**config.mk**
```make
export PLATFORM = sky130hd
export DESIGN_NAME = atm_credential_entry
export DESIGN_NICKNAME = d
export VERILOG_FILES = /design/src/rtl/atm_credential_entry.sv
export SDC_FILE = /design/constraint.sdc
export NUM_CORES = 1
export LEC_CHECK = 0
export ABC_CLOCK_PERIOD_IN_PS = 4600
export CORE_MARGIN = 2
export CORE_UTILIZATION = 50
export DETAILED_ROUTE_END_ITERATION = 7
export PLACE_DENSITY_LB_ADDON = 0.2
export SLEW_MARGIN = 20
export SYNTH_ARGS = -nofsm -noshare
export SYNTH_HDL_FRONTEND = slang
export SYNTH_SLANG_ARGS = --single-unit
```
**constraint.sdc**
```tcl
create_clock -name clk -period 4.6 [get_ports clk]
set_input_delay 0.69 -clock clk [delete_from_list [all_inputs] [get_ports clk]]
set_output_delay 0.69 -clock clk [all_outputs]
set_load 0.01 [all_outputs]
```
**src/rtl/atm_credential_entry.sv**
```systemverilog
// Keypad front end for the ATM controller: assembles a 12-bit account number
// and a 4-bit PIN from decimal key presses, strobes them to the authentication
// lookup, tracks failed attempts with a timed lockout, and abandons a stalled
// entry after an inactivity timeout.
module atm_credential_entry #(
  parameter int MAX_TRIES    = 3,
  parameter int LOCK_CYCLES  = 200,
  parameter int IDLE_TIMEOUT = 100,
  parameter int AUTH_TIMEOUT = 16
) (
  input  logic        clk,
  input  logic        rst,
  input  logic        key_valid,
  input  logic [3:0]  key_code,
  input  logic        auth_done,
  input  logic        auth_ok,
  input  logic        logout,
  output logic [11:0] acc_number,
  output logic [3:0]  pin,
  output logic        cred_valid,
  output logic        session_active,
  output logic        locked,
  output logic        entry_error,
  output logic [2:0]  digit_count,
  output logic [1:0]  tries_left
);

  // One shared timer serves idle, auth and lockout: the three never overlap.
  localparam int TMAX_A = (LOCK_CYCLES > IDLE_TIMEOUT) ? LOCK_CYCLES : IDLE_TIMEOUT;
  localparam int TMAX   = (TMAX_A > AUTH_TIMEOUT) ? TMAX_A : AUTH_TIMEOUT;
  localparam int TW     = $clog2(TMAX + 1);

  localparam logic [TW-1:0] IDLE_LAST = TW'(IDLE_TIMEOUT - 1);
  localparam logic [TW-1:0] AUTH_LAST = TW'(AUTH_TIMEOUT - 1);
  localparam logic [TW-1:0] LOCK_LAST = TW'(LOCK_CYCLES - 1);
  localparam logic [1:0]    TRIES_INIT = 2'(MAX_TRIES);

  localparam logic [3:0] KEY_CLEAR  = 4'hA;
  localparam logic [3:0] KEY_ENTER  = 4'hB;
  localparam logic [3:0] KEY_CANCEL = 4'hC;

  typedef enum logic [2:0] {
    S_ENTER_ACC,
    S_ENTER_PIN,
    S_WAIT_AUTH,
    S_SESSION,
    S_LOCKED
  } state_e;

  state_e        state_q, state_d;
  logic [11:0]   acc_q, acc_d;
  logic [3:0]    pin_q, pin_d;
  logic [2:0]    dc_q, dc_d;
  logic [1:0]    tries_q, tries_d;
  logic [TW-1:0] timer_q, timer_d;
  logic          cred_q, cred_d;
  logic          err_q, err_d;
  logic          session_q, locked_q;
  logic          clear_all;
  logic          auth_fail;

  logic        is_digit;
  logic [13:0] acc_calc;
  logic [6:0]  pin_calc;

  // Candidate field values if the current key is appended as a digit; the
  // digit-count limits keep both well inside their widths.
  assign is_digit = (key_code <= 4'd9);
  assign acc_calc = 14'(acc_q) * 14'd10 + 14'(key_code);
  assign pin_calc = 7'(pin_q) * 7'd10 + 7'(key_code);

  // Next-state logic: key handling, timers, auth outcome and retry accounting.
  always_comb begin
    // NOTE: every variable gets a default first so no path leaves it unassigned,
    // which is what would otherwise infer a latch.
    state_d   = state_q;
    acc_d     = acc_q;
    pin_d     = pin_q;
    dc_d      = dc_q;
    tries_d   = tries_q;
    timer_d   = timer_q;
    cred_d    = 1'b0;
    err_d     = 1'b0;
    clear_all = 1'b0;
    auth_fail = 1'b0;

    unique case (state_q)
      S_ENTER_ACC, S_ENTER_PIN: begin
        if (key_valid) begin
          // Any key, even an ignored one, counts as activity.
          timer_d = '0;
          if (is_digit) begin
            if (state_q == S_ENTER_ACC && dc_q < 3'd4) begin
              if (acc_calc > 14'd4095) begin
                acc_d = '0;
                dc_d  = '0;
                err_d = 1'b1;
              end else begin
                acc_d = acc_calc[11:0];
                dc_d  = dc_q + 3'd1;
              end
            end else if (state_q == S_ENTER_PIN && dc_q < 3'd2) begin
              if (pin_calc > 7'd15) begin
                pin_d = '0;
                dc_d  = '0;
                err_d = 1'b1;
              end else begin
                pin_d = pin_calc[3:0];
                dc_d  = dc_q + 3'd1;
              end
            end
          end else if (key_code == KEY_CLEAR) begin
            if (state_q == S_ENTER_ACC) acc_d = '0;
            else                        pin_d = '0;
            dc_d = '0;
          end else if (key_code == KEY_ENTER && dc_q != 3'd0) begin
            dc_d = '0;
            if (state_q == S_ENTER_ACC) begin
              state_d = S_ENTER_PIN;
            end else begin
              state_d = S_WAIT_AUTH;
              cred_d  = 1'b1;
            end
          end else if (key_code == KEY_CANCEL) begin
            clear_all = 1'b1;
            state_d   = S_ENTER_ACC;
          end
        end else if (state_q == S_ENTER_PIN || dc_q != 3'd0) begin
          // The idle timer only runs once entry is under way, so a resting
          // keypad does not raise an error every timeout period.
          if (timer_q == IDLE_LAST) begin
            clear_all = 1'b1;
            err_d     = 1'b1;
            timer_d   = '0;
            state_d   = S_ENTER_ACC;
          end else begin
            timer_d = timer_q + TW'(1);
          end
        end
      end

      S_WAIT_AUTH: begin
        // auth_done takes priority over a timeout landing in the same cycle.
        if (auth_done) begin
          if (auth_ok) begin
            state_d = S_SESSION;
            tries_d = TRIES_INIT;
          end else begin
            auth_fail = 1'b1;
          end
        end else if (timer_q == AUTH_LAST) begin
          auth_fail = 1'b1;
        end else begin
          timer_d = timer_q + TW'(1);
        end
        if (auth_fail) begin
          err_d     = 1'b1;
          tries_d   = tries_q - 2'd1;
          clear_all = 1'b1;
          state_d   = (tries_q <= 2'd1) ? S_LOCKED : S_ENTER_ACC;
        end
      end

      S_SESSION: begin
        if (logout) begin
          clear_all = 1'b1;
          state_d   = S_ENTER_ACC;
        end
      end

      S_LOCKED: begin
        if (timer_q == LOCK_LAST) begin
          tries_d = TRIES_INIT;
          state_d = S_ENTER_ACC;
        end else begin
          timer_d = timer_q + TW'(1);
        end
      end

      default: state_d = S_ENTER_ACC;
    endcase

    if (clear_all) begin
      acc_d = '0;
      pin_d = '0;
      dc_d  = '0;
    end
    // Every state starts its own timing window from zero.
    if (state_d != state_q) timer_d = '0;
  end

  // State and output registers.
  always_ff @(posedge clk or posedge rst) begin
    // NOTE: sequential state uses non-blocking assignments so every register
    // samples pre-edge values regardless of statement order.
    if (rst) begin
      state_q   <= S_ENTER_ACC;
      acc_q     <= '0;
      pin_q     <= '0;
      dc_q      <= '0;
      tries_q   <= TRIES_INIT;
      timer_q   <= '0;
      cred_q    <= 1'b0;
      err_q     <= 1'b0;
      session_q <= 1'b0;
      locked_q  <= 1'b0;
    end else begin
      state_q   <= state_d;
      acc_q     <= acc_d;
      pin_q     <= pin_d;
      dc_q      <= dc_d;
      tries_q   <= tries_d;
      timer_q   <= timer_d;
      cred_q    <= cred_d;
      err_q     <= err_d;
      session_q <= (state_d == S_SESSION);
      locked_q  <= (state_d == S_LOCKED);
    end
  end

  assign acc_number     = acc_q;
  assign pin            = pin_q;
  assign cred_valid     = cred_q;
  assign session_active = session_q;
  assign locked         = locked_q;
  assign entry_error    = err_q;
  assign digit_count    = dc_q;
  assign tries_left     = tries_q;

endmodule

```
=== Yosys cells after proc, flatten, opt, wreduce, memory -nomap -nowiden ===
Index checks and enable logic that the tools add are counted.

* Output and inout bits: 25
* Bits in registers: 36

* Reductions and logical operators: 19
* Eq/ne operators: 25
* Multiplexer cells: 82
* $lt $le $gt $ge: 6
* $mul: 2
* $add $sub $neg: 5

{| class="wikitable"
|+ Operators by type and width
! kind !! count
|-
| 2-to-1 mux 12 bit || 8
|-
| 2-to-1 mux 3 bit || 23
|-
| 2-to-1 mux 8 bit || 7
|-
| 2-to-1 mux 4 bit || 9
|-
| 2-to-1 mux 1 bit || 25
|-
| one-hot mux 8 bit (3 select lines) || 1
|-
| != test 3 bit (second input constant) || 7
|-
| adder 14 x 4 -> 14 bit || 1
|-
| greater-than comparator 14 x 12 -> 1 bit (second input constant) || 1
|-
| multiplier 12 x 3 -> 13 bit (second input constant) || 1
|-
| equality test 4 bit (second input constant) || 3
|-
| one-hot mux 3 bit (4 select lines) || 1
|-
| 2-to-1 mux 2 bit || 5
|-
| AND reduction 5 bit || 2
|-
| equality test 3 x 2 -> 1 bit (second input constant) || 3
|-
| nonzero test 3 bit || 3
|-
| adder 8 x 1 -> 8 bit (second input constant) || 1
|-
| equality test 8 x 4 -> 1 bit (second input constant) || 1
|-
| equality test 8 x 7 -> 1 bit (second input constant) || 1
|-
| equality test 8 bit (second input constant) || 1
|-
| AND reduction 4 bit || 2
|-
| nonzero test 4 bit || 2
|-
| adder 7 x 4 -> 7 bit || 1
|-
| greater-than comparator 7 x 4 -> 1 bit (second input constant) || 1
|-
| 23 further kinds || 29
|}

=== Longest topological paths before layout ===
* Depth after elaboration: 10
* Gate-level depth with buffers: 14

=== Least setup slack after synthesis ===
Ideal clock, no wire load.

* Kind: register to register
* From: register acc_q[1], in the netlist acc_number[1]
* To: register dc_q[0], in the netlist digit_count[0]
* Stages on the path, launching flop included: 14
* Arrival: 3.040 ns
* Path buffers: 1
* Slack: 1.435 ns
* Library setup time: 0.125 ns
* Cells stage by stage: dfrtp_1 > ha_1 > ha_1 > inv_1 > fa_1 > nor2b_1 > o22ai_1 > xnor2_1 > and3_1 > clkbuf_1 > xnor2_1 > a221o_1 > nor4b_4 > mux2_4

* Cells in the longest elaborated chain, start to end: 9

{| class="wikitable"
|+ RTL lines
! what !! RTL line !! RTL
|-
| start, declared || 51 || <nowiki>logic [11:0] acc_q, acc_d;</nowiki>
|-
| start signal, assigned || 198 || <nowiki>acc_q <= '0;</nowiki>
|-
| start signal, assigned || 209 || <nowiki>acc_q <= acc_d;</nowiki>
|-
| multiplier 12 x 3 -> 13 bit || 69 || <nowiki>assign acc_calc = 14'(acc_q) * 14'd10 + 14'(key_code);</nowiki>
|-
| adder 14 x 4 -> 14 bit || 69 ||
|-
| greater-than comparator 14 x 12 -> 1 bit || 94 || <nowiki>if (acc_calc > 14'd4095) begin</nowiki>
|-
| 2-to-1 mux 3 bit || 94 ||
|-
| 2-to-1 mux 3 bit || 93 || <nowiki>if (state_q == S_ENTER_ACC && dc_q < 3'd4) begin</nowiki>
|-
| 2-to-1 mux 3 bit || 92 || <nowiki>if (is_digit) begin</nowiki>
|-
| 2-to-1 mux 3 bit || 89 || <nowiki>if (key_valid) begin</nowiki>
|-
| 2-to-1 mux 3 bit || 87 || <nowiki>unique case (state_q)</nowiki>
|-
| 2-to-1 mux 3 bit || 183 || <nowiki>if (clear_all) begin</nowiki>
|-
| end signal, assigned || 200 || <nowiki>dc_q <= '0;</nowiki>
|-
| end signal, assigned || 211 || <nowiki>dc_q <= dc_d;</nowiki>
|-
| end, declared || 53 || <nowiki>logic [2:0] dc_q, dc_d;</nowiki>
|}

No other way between the ends. The select of a mux whose other input is x is not followed.
A chain may end at the register's enable or synchronous reset.

=== Final worst setup path ===
Ends and elaborated chain as after synthesis.

==> flow_summary.yaml <==
clock_network:
  clock-sinks: 36
  clock_latency_ns: 0.29
  postCtsHoldBufs: 0
  root_buffer: "clkbuf_8"
  cts_tree: "done"
  cts_setup_buffers: 0
  path_clk_slew_ns: 0.07
  numCtsBuffers: 5
  htreeDepth: 2
  clk_path_buf_depth: 2
  cts_resized: 0
global_route:
  grt_pass1_vias: 2442
  grt_pass1_wl_um: 11210
  grt_max_degree: 37
  grt_usage_pct: 21.80
  grt_overflow: 0
  antenna_found_initial: 0
yosys:
  syn_area_mm2: 0.002957
  yosysSeqAreaShare_pct: 30.55
  async_flop_share_pct: 100.0
  synth_seq_cells: 36
  yosys_most_used_dff: "dfrtp_1"
  syn_inst: 317
  syn-num-nets: 363
  yosys_warnings: 0
  avgSynthCellArea_um2: 9.327
  synth_edf_count: 0
  synth_cell_types: 65
sta:
  slew_headroom_pct: 36.29
  tightest_slew_ns: 0.9557
  setup_violations: 0
  period_minus_slack_ns: 3.502
  rsz0062_at_grt: "false"
  hold_violations: 0
  skew_ns: 0.005111
  fmax_mhz: 285.5
  fin_tns_setup_ns: 0
  maxSlewViolCount: 0
  fin_crit_sh_pct: 76.14
final_layout:
  fin_nets: 399
  multi_input_area_mm2: 0.001984
  drive_gt1_share_pct: 8.475
  area_growth_syn_to_layout_pct: 17.18
  ff_latch_area_um2: 903.4
  n_antenna_cell: 0
  num-fill-cells: 547
  fin_area_mm2: 0.003465
floorplanning:
  die_y_um: 80.90
  num_rows: 28
  fp.dieW_um: 80.90
  initial_utilization_pct: 50.84
  io_pins: 35
  die_area_mm2: 0.006544
  core_area_mm2: 0.005816
hold_path:
  hp-class: "reg -> reg"
  whs_path_depth: 2
run_status:
  status: "finished clean"
placement:
  place_congestion: 0.9033
  dp_hpwl_um: 4894
  placed_cell_area_mm2: 0.003374
  io_buffers: 34
route:
  wl_um: 6538
  num_vias: 2533
  first_pass_iters: 4
  drt-initial-drc-count: 193
  drc_errors: 0
  wl_per_cell_um: 15.24
  ant_nets: 0
  via_per_inst: 5.904
power:
  leakagePower_uw: 0.001662
  peakVddDrop_uv: 358.2
  power.density_mw_per_mm2: 599.8
critical_path:
  r2r_cells: 12
  worstPathMaxFanout: 5
  startpoint_type: "register"
  end_kind: "register"
  arrival_ns: 3.68
  cp.required_ns: 4.78
  path_class: "reg -> reg"
flow_run:
  cap_violations: 0
-- kinds of logic (layout without fill, tap and decap cells) --
kind of cell               count (synthesis)  in the layout  share of synthesized area [%]
DFF                                       36             36                          30.55
AOI/OAI and AO/OA                         96             96                          22.68
and+or+nand+nor                          107            107                          20.65
adders and majority gates                 36             36                          16.25
buffers and inverters                     18             55                          2.327
muxes                                      4              4                          1.608
xor gates and xnor gates                  20             20                          5.925
-- cell usage in the layout (no fill, tap or decap), types with 8 or more instances in the layout --
| master | n |
|---|---|
| a22o_1 | 16 |
| nor3_1 | 11 |
| inv_1 | 12 |
| clkdlybuf4s50_1 | 34 |
| a21oi_1 | 25 |
| dfrtp_1 | 34 |
| o21ai_0 | 16 |
| nand2_1 | 18 |
| nor2_1 | 27 |
| ha_1 | 32 |
| nor3b_1 | 8 |
| xnor2_1 | 13 |
-- final timing paths --
check | startpoint | endpoint | slack (ns)
min reg2reg | tries_left[1]$_DFFE_PP1P_ | tries_left[1]$_DFFE_PP1P_ | 0.52
max reg2reg | acc_number[1]$_DFFE_PP0P_ | digit_count[0]$_DFFE_PP0P_ | 1.10
max | acc_number[1]$_DFFE_PP0P_ | digit_count[0]$_DFFE_PP0P_ | 1.10
min in group asynchronous | rst | acc_number[2]$_DFFE_PP0P_ | 0.80
max in group asynchronous | rst | tries_left[1]$_DFFE_PP1P_ | 3.45
min | tries_left[1]$_DFFE_PP1P_ | tries_left[1]$_DFFE_PP1P_ | 0.52
-- worst max-delay path, cell delays in order, from the launching register on --
cell and delay [ns]:
dfrtp_1 0.46, ha_1 0.32, ha_1 0.17, inv_1 0.06
fa_1 0.40, nor2b_1 0.22, o22ai_1 0.13, xnor2_1 0.31
nand4_1 0.23, or2_0 0.32, a221o_1 0.37, nor4b_4 0.15
mux2_4 0.26
-- stage by stage --
step / total power [µW] / worst slack [ns] / hold slack, ns / std cells / utilization [%]
3_5_place_dp: 1841 / 0.9274 / 0.5111 / 421 / 58.03
2_1_floorplan: 1462 / 1.435 / 0.5118 / 317 / -
3_3_place_gp: 1817 / 1.028 / 0.5002 / 421 / 58.03
6_report: 2078 / 1.098 / 0.5176 / 429 / 59.57
4_1_cts: 2087 / 1.101 / 0.5211 / 429 / 59.57
5_1_grt: 2270 / 0.9096 / 0.5615 / 429 / 59.57
-- routing by layer --
layer,global-route usage (%),wire length [µm],vias to the layer above
met1,29.94,3183,1201
li1,-,-,1256
met3,4.000,294,7
met4,6.271,61,0
met5,0,0,-
met2,35.12,2999,69
-- layout make-up --
| cell class | instances | share of cell area [%] |
|---|---|---|
| multi-input combinational | 263 | 57.28 |
| tap | 75 | 2.709 |
| timing repair buffer | 35 | 10.04 |
| sequential | 36 | 26.07 |
| clock buffer | 8 | 2.600 |
| inverter | 12 | 1.300 |
-- power by group --
group	total (µW)	internal, µW	switching (µW)	leakage (µW)
clock network	234	122	112	0.0000455
logic	1300	636	660	0.00114
registers	549	420	128	0.000480
-- synthesized netlist by cell type, types with 2 or more instances --
master     count  area [µm²]
or2_2          4       25.02
o21a_1         3       22.52
nor3b_1        8       60.06
nor2_1        27       101.4
a211oi_1       2       15.01
a31oi_1        4       25.02
o22ai_1        2       12.51
dfrtp_1       34       850.8
nor2b_1        3       18.77
a22o_1        16       140.1
dfstp_2        2       52.55
nor3_1        11       55.05
clkbuf_1       4       15.01
xnor2_1       13       113.9
a211o_1        3       26.28
ha_1          32       400.4
o31ai_1        3       22.52
a21oi_1       25       125.1
xor2_1         7       61.31
inv_1         12       45.04
a2bb2oi_1      2       17.52
and2b_1        2       15.01
and3_1         7       43.79
mux2_2         2       22.52
nand3_1        6       30.03
nand2_1       18       67.56
fa_1           4       80.08
nor4_1         2       12.51
a21o_1         5       37.54
and2_1         2       12.51
o211a_1        2       20.02
o21ai_0       16       80.08
nand4b_1       2       17.52
-- state kept, by name (all words and copies together), names as in the netlist --
name	flops
state_q	3
session_active	1
pin	4
digit_count	3
acc_number	12
entry_error	1
timer_q	8
tries_left	2
locked	1
cred_valid	1
(Power assumes the default switching activity.)
